**config.mk**
```make
export PLATFORM = sky130hd
export DESIGN_NAME = spi_frame_sequencer
export DESIGN_NICKNAME = d
export VERILOG_FILES = /design/src/rtl/spi_seq_pkg.sv /design/src/rtl/spi_req_fifo.sv /design/src/rtl/spi_frame_sequencer.sv
export SDC_FILE = /design/constraint.sdc
export NUM_CORES = 1
export LEC_CHECK = 0
export ABC_AREA = 1
export BUFFER_PORTS_ARGS = -buffer_cell sky130_fd_sc_hd__buf_4
export CAP_MARGIN = 20
export CORE_MARGIN = 2
export CORE_UTILIZATION = 30
export CTS_CLUSTER_DIAMETER = 50
export DETAILED_ROUTE_END_ITERATION = 12
export PLACE_DENSITY_LB_ADDON = 0.2
export SLEW_MARGIN = 20
export SYNTH_ARGS = -nofsm -noshare
export SYNTH_HDL_FRONTEND = slang
export SYNTH_SLANG_ARGS = --single-unit
```
**constraint.sdc**
```tcl
create_clock -name sclk -period 2.95 [get_ports sclk]
set_clock_uncertainty 0.1 [all_clocks]
set_input_delay 0.1475 -clock sclk [delete_from_list [all_inputs] [get_ports sclk]]
set_output_delay 0.1475 -clock sclk [all_outputs]
set_load 0.02 [all_outputs]
```
**src/rtl/spi_seq_pkg.sv**
```systemverilog
// rtl/spi_seq_pkg.sv - shared types and frame layout for the SPI frame sequencer
package spi_seq_pkg;
  localparam int FRAME_W  = 32;
  localparam int CMD_LSB  = 20;
  localparam int ADDR_LSB = 16;
  localparam int DATA_LSB = 0;

  typedef enum logic [2:0] {IDLE, SEND, WAIT_LOW, WAIT_HIGH, GAP, RETRY} seq_state_t;

  typedef struct packed {
    logic [3:0]  cmd;
    logic [3:0]  addr;
    logic [15:0] data;
  } seq_req_t;

  // Upper byte of the frame is always zero on the wire.
  function automatic logic [FRAME_W-1:0] format_frame(seq_req_t r);
    logic [FRAME_W-1:0] f;
    f = '0;
    f[CMD_LSB +: 4]   = r.cmd;
    f[ADDR_LSB +: 4]  = r.addr;
    f[DATA_LSB +: 16] = r.data;
    return f;
  endfunction
endpackage

```
**src/rtl/spi_req_fifo.sv**
```systemverilog
// rtl/spi_req_fifo.sv - request buffer between the write handshake and the frame FSM
module spi_req_fifo
  import spi_seq_pkg::*;
#(
  parameter int FIFO_DEPTH = 4
) (
  input  logic     sclk,
  input  logic     reset,
  input  logic     push,
  input  logic     pop,
  input  seq_req_t din,
  output seq_req_t dout,
  output logic     full,
  output logic     empty
);
  localparam int AW = $clog2(FIFO_DEPTH);

  seq_req_t    mem [FIFO_DEPTH];
  logic [AW:0] wr_ptr;
  logic [AW:0] rd_ptr;

  // Extra pointer bit tells full from empty when the index bits match.
  assign empty = (wr_ptr == rd_ptr);
  assign full  = (wr_ptr[AW] != rd_ptr[AW]) && (wr_ptr[AW-1:0] == rd_ptr[AW-1:0]);
  assign dout  = mem[rd_ptr[AW-1:0]];

  always_ff @(posedge sclk or posedge reset) begin
    if (reset) begin
      wr_ptr <= '0;
      rd_ptr <= '0;
    end else begin
      if (push && !full) wr_ptr <= wr_ptr + 1'b1;
      if (pop && !empty) rd_ptr <= rd_ptr + 1'b1;
    end
  end

  always_ff @(posedge sclk) begin
    if (push && !full) mem[wr_ptr[AW-1:0]] <= din;
  end
endmodule

```
**src/rtl/spi_frame_sequencer.sv**
```systemverilog
// rtl/spi_frame_sequencer.sv - paces buffered write requests into the SPI driver one frame at a time
module spi_frame_sequencer
  import spi_seq_pkg::*;
#(
  parameter int FIFO_DEPTH = 4,
  parameter int CS_TIMEOUT = 8,
  parameter int GAP_CYCLES = 2
) (
  input  logic        sclk,
  input  logic        reset,
  input  logic        req_valid,
  output logic        req_ready,
  input  logic [3:0]  req_cmd,
  input  logic [3:0]  req_addr,
  input  logic [15:0] req_data,
  output logic [31:0] pdi,
  output logic        send,
  input  logic        cs,
  output logic        busy,
  output logic [15:0] frame_count,
  output logic        err,
  input  logic        err_clear
);
  localparam logic [2:0] S_IDLE      = IDLE;
  localparam logic [2:0] S_SEND      = SEND;
  localparam logic [2:0] S_WAIT_LOW  = WAIT_LOW;
  localparam logic [2:0] S_WAIT_HIGH = WAIT_HIGH;
  localparam logic [2:0] S_GAP       = GAP;
  localparam logic [2:0] S_RETRY     = RETRY;
  localparam int TW = $clog2(CS_TIMEOUT + GAP_CYCLES + 1);

  logic [2:0]    state;
  logic [TW-1:0] timer;
  logic          retry;
  logic [15:0]   frame_cnt;
  logic          full, empty, pop, timeout, drop;
  seq_req_t      req_in, head;

  assign req_in      = {req_cmd, req_addr, req_data};
  assign req_ready   = !full;
  assign pop         = (state == S_IDLE) && !empty;
  assign busy        = (state != S_IDLE) || !empty;
  assign frame_count = frame_cnt;
  assign timeout     = (state == S_WAIT_LOW) && cs && (timer == TW'(CS_TIMEOUT - 1));
  assign drop        = timeout && retry;

  spi_req_fifo #(.FIFO_DEPTH(FIFO_DEPTH)) u_fifo (
    .sclk  (sclk),
    .reset (reset),
    .push  (req_valid && req_ready),
    .pop   (pop),
    .din   (req_in),
    .dout  (head),
    .full  (full),
    .empty (empty)
  );

  always_ff @(posedge sclk or posedge reset) begin
    if (reset) begin
      state     <= S_IDLE;
      pdi       <= '0;
      send      <= 1'b0;
      timer     <= '0;
      retry     <= 1'b0;
      frame_cnt <= '0;
    end else begin
      case (state)
        S_IDLE: if (!empty) begin
          pdi   <= format_frame(head);
          retry <= 1'b0;
          state <= S_SEND;
        end
        S_SEND: begin
          send  <= 1'b1;
          timer <= '0;
          state <= S_WAIT_LOW;
        end
        S_WAIT_LOW: begin
          if (!cs) begin
            state <= S_WAIT_HIGH;
          end else if (timeout) begin
            send  <= 1'b0;
            timer <= '0;
            retry <= 1'b1;
            state <= retry ? S_GAP : S_RETRY;
          end else begin
            timer <= timer + 1'b1;
          end
        end
        // SEND itself adds one low cycle, so RETRY exits one count early.
        S_RETRY: begin
          if (timer + TW'(2) >= TW'(GAP_CYCLES)) state <= S_SEND;
          else timer <= timer + 1'b1;
        end
        S_WAIT_HIGH: if (cs) begin
          send      <= 1'b0;
          frame_cnt <= frame_cnt + 1'b1;
          timer     <= '0;
          state     <= S_GAP;
        end
        S_GAP: begin
          if (timer == TW'(GAP_CYCLES - 1)) state <= S_IDLE;
          else timer <= timer + 1'b1;
        end
        default: state <= S_IDLE;
      endcase
    end
  end

  always_ff @(posedge sclk or posedge reset) begin
    if (reset) err <= 1'b0;
    else if (drop) err <= 1'b1;
    else if (err_clear) err <= 1'b0;
  end
endmodule

```
==> impl_metrics.tcl <==
set metrics [dict create \
    diodes 0 \
    cellPowerDensity_mw_per_mm2 1020 \
    gp_congestion 0.797 \
    drc_errors 0 \
    clockBufferDepth 2 \
    utilization_pct 38.2 \
    hpwl_um 9860 \
    rrSetupSlack_ns 0.61 \
    dr_wl_met2_um 7330 \
    tns_ns 0 \
    finish.net_count 752 \
    drive_gt1_share_pct 23.6 \
    yosysTopAreaCell "edfxtp_1" \
    ant_nets 0 \
    critPathMaxStageDelay_ns 0.46 \
    synthArstFlopShare_pct 36.8 \
    wire_per_inst_um 14.6 \
    drtIter0Drc 190 \
    cp.required_ns 2.97 \
    grt_pass1_wl_um 23500 \
    ys_seq_elements 152 \
    die_x_um 152 \
    first_global_vias 4422 \
    postSynthCellCount 603 \
    vias 4523 \
    setup_viol 0 \
    hold_viol_final 0 \
    synth_common_cells "128 x nand2_1, 96 x edfxtp_1, 73 x nor2_1" \
    synth_area_leaders "edfxtp_1 44%, dfrtp_1 21%, nand2_1 7.3%" \
    path_cells "xnor2_1, nand2b_2, nand2_1, nor2_2, buf_4" \
    drv_slew 0 \
    leakagePower_nw 3.46 \
    reg2reg_depth 5 \
    overflow 0 \
    dp_slack_ns 0.572 \
    crit_path_max_fanout 10 \
    finalWirelength_um 14600 \
    cts.clk_slew.worst_paths_ns 0.07 \
    cts_sinks 152 \
    synthMostInstantiatedCell "nand2_1" \
    seq_area_frac_synth_pct 64.9 \
    min_period_ns 2.34 \
    slowest_stage "nor2_2" \
    root_buffer "clkbuf_16" \
    synth_edf_count 96 \
    cts_tree "done" \
    route.met3.wl_um 490 \
    port_buffers 72 \
    avgSynthCellArea_um2 10.9 \
    slew_headroom_pct 53.2 \
    hold-path-cell-count 4 \
    cp.arrival_ns 2.36 \
    cp-start-kind "register" \
    clkLatencyLatePin_ns 0.42 \
    via_per_inst 4.50 \
    die-area_mm2 0.0232 \
    fmax_ghz 0.428 \
    track_usage_pct 13.0 \
    initial_utilization_pct 30.4 \
    synth_warnings 0 \
    core-area_mm2 0.0217 \
    areaGrowthSynthToFinish_pct 25.6 \
    finalPower_mw 8.46 \
    rsz0062_at_grt "no" \
    top_layer "met4" \
    end_kind "register" \
    crit_type "reg2reg" \
    first_pass_iters 4 \
    grt_start_max_net_pins 50 \
    vdd_drop_max_mv 0.360 \
    setup_slack_ns 0.611 \
    num_rows 54 \
    tightestPinTransition_ns 0.702 \
    ctsHtreeMaxLevel 4 \
    outcome "complete, no violations" \
    m1WireLength_um 6650 \
    die_h_um 152 \
    postCtsSetupBuffers 0 \
    syn_area_mm2 0.00660 \
    numCtsBuffers 17 \
    io_pins 81 \
    ys.flop_type "edfxtp_1" \
    maxCapViolCount 0 \
    timing.final.crit_share_pct 79.3 \
    yosysTopAreaCellShare_pct 43.7 \
    worstHoldPathType "in2reg" \
    yosysUniqueCellTypes 30 \
    antenna_found_initial 0 \
]
-- final timing paths --
kind,endpoint,start
setup / recovery,u_fifo.mem[0][3],u_fifo.wr_ptr[2]
hold reg to reg,pdi[4],pdi[4]
setup reg to reg,u_fifo.mem[0][3],u_fifo.wr_ptr[2]
hold / removal,frame_count[15],cs
max in group asynchronous,pdi[13],reset
min in group asynchronous,frame_count[1],reset
-- power breakdown --
group | leakage [nW] | internal [mW] | switching, mW | total, mW
Clock | 0.286 | 1.26 | 0.910 | 2.17
Combinational | 1.58 | 1.06 | 2.05 | 3.11
Sequential | 1.60 | 2.86 | 0.311 | 3.17
-- critical path, delay by kind of cell (launching register included) --
family / cells / cell delay [ns]
XOR/XNOR: 1 / 0.34
buffers and inverters: 1 / 0.29
flip-flops: 1 / 0.41
AND/OR/NAND/NOR: 3 / 0.89
-- cell usage in the layout (no fill, tap or decap), types with 2 or more instances in the layout --
| cell type | instances |
|---|---|
| a21oi_1 | 2 |
| buf_4 | 84 |
| bufinv_16 | 2 |
| clkbuf_16 | 17 |
| clkinv_1 | 2 |
| clkinv_4 | 4 |
| conb_1 | 8 |
| dfrtp_1 | 56 |
| dlygate4sd3_1 | 27 |
| edfxtp_1 | 96 |
| ha_1 | 10 |
| inv_1 | 25 |
| inv_2 | 6 |
| inv_6 | 5 |
| inv_8 | 2 |
| nand2_1 | 128 |
| nand2_2 | 38 |
| nand3_1 | 20 |
| nand4_1 | 7 |
| nor2_1 | 69 |
| nor2_2 | 4 |
| nor2_4 | 5 |
| nor3_1 | 3 |
| o21ai_0 | 57 |
| o22ai_1 | 25 |
| xnor2_1 | 10 |
| xor2_1 | 7 |
-- layout make-up --
type,count,area (µm²)
Fill cell,2087,13400
Inverter,32,128
Tap cell,280,350
Sequential cell,152,4280
Multi-Input combinational cell,399,2030
Clock inverter,15,165
Timing Repair Buffer,111,901
Clock buffer,17,425
-- per-stage QoR --
stage	hold WS [ns]	instances	cell area, µm²
final	0.0370	1006	8290
after global routing	0.0674	1006	8290
after CTS	0.0349	1006	8290
after detailed placement	0.233	947	7430
after global placement	0.224	947	7430
after floorplan	0.146	610	6620
-- layer usage --
metal / vias to the layer above / global-route usage [%]
li1: 2250 / -
met1: 2162 / 16.4
met2: 100 / 21.8
met3: 11 / 3.07
met4: 0 / 4.45
met5: - / 0
-- flip-flops by register name (all words and copies together) (netlist names) --
| signal | cells |
|---|---|
| err | 1 |
| frame_count | 16 |
| pdi | 24 |
| retry | 1 |
| send | 1 |
| state | 3 |
| timer | 4 |
| u_fifo.mem | 96 |
| u_fifo.rd_ptr | 3 |
| u_fifo.wr_ptr | 3 |
-- logic make-up after synthesis --
group | Yosys count | synth area share, %
and+or+nand+nor | 277 | 18.9
DFF | 152 | 64.9
AOI/OAI and AO/OA | 87 | 7.17
buffers and inverters | 59 | 4.76
xor gates and xnor gates | 17 | 2.26
adders and majority gates | 10 | 1.90
other | 1 | 0.0568
-- timing repair --
| item | 4_1_cts | 5_1_grt |
|---|---|---|
| setup endpoints to repair | 0 | 0 |
| hold buffers | 27 | 0 |
| resized for setup | 0 | 0 |
| hold endpoints to repair | 128 | 0 |
Power figures use the tool's default switching activity.
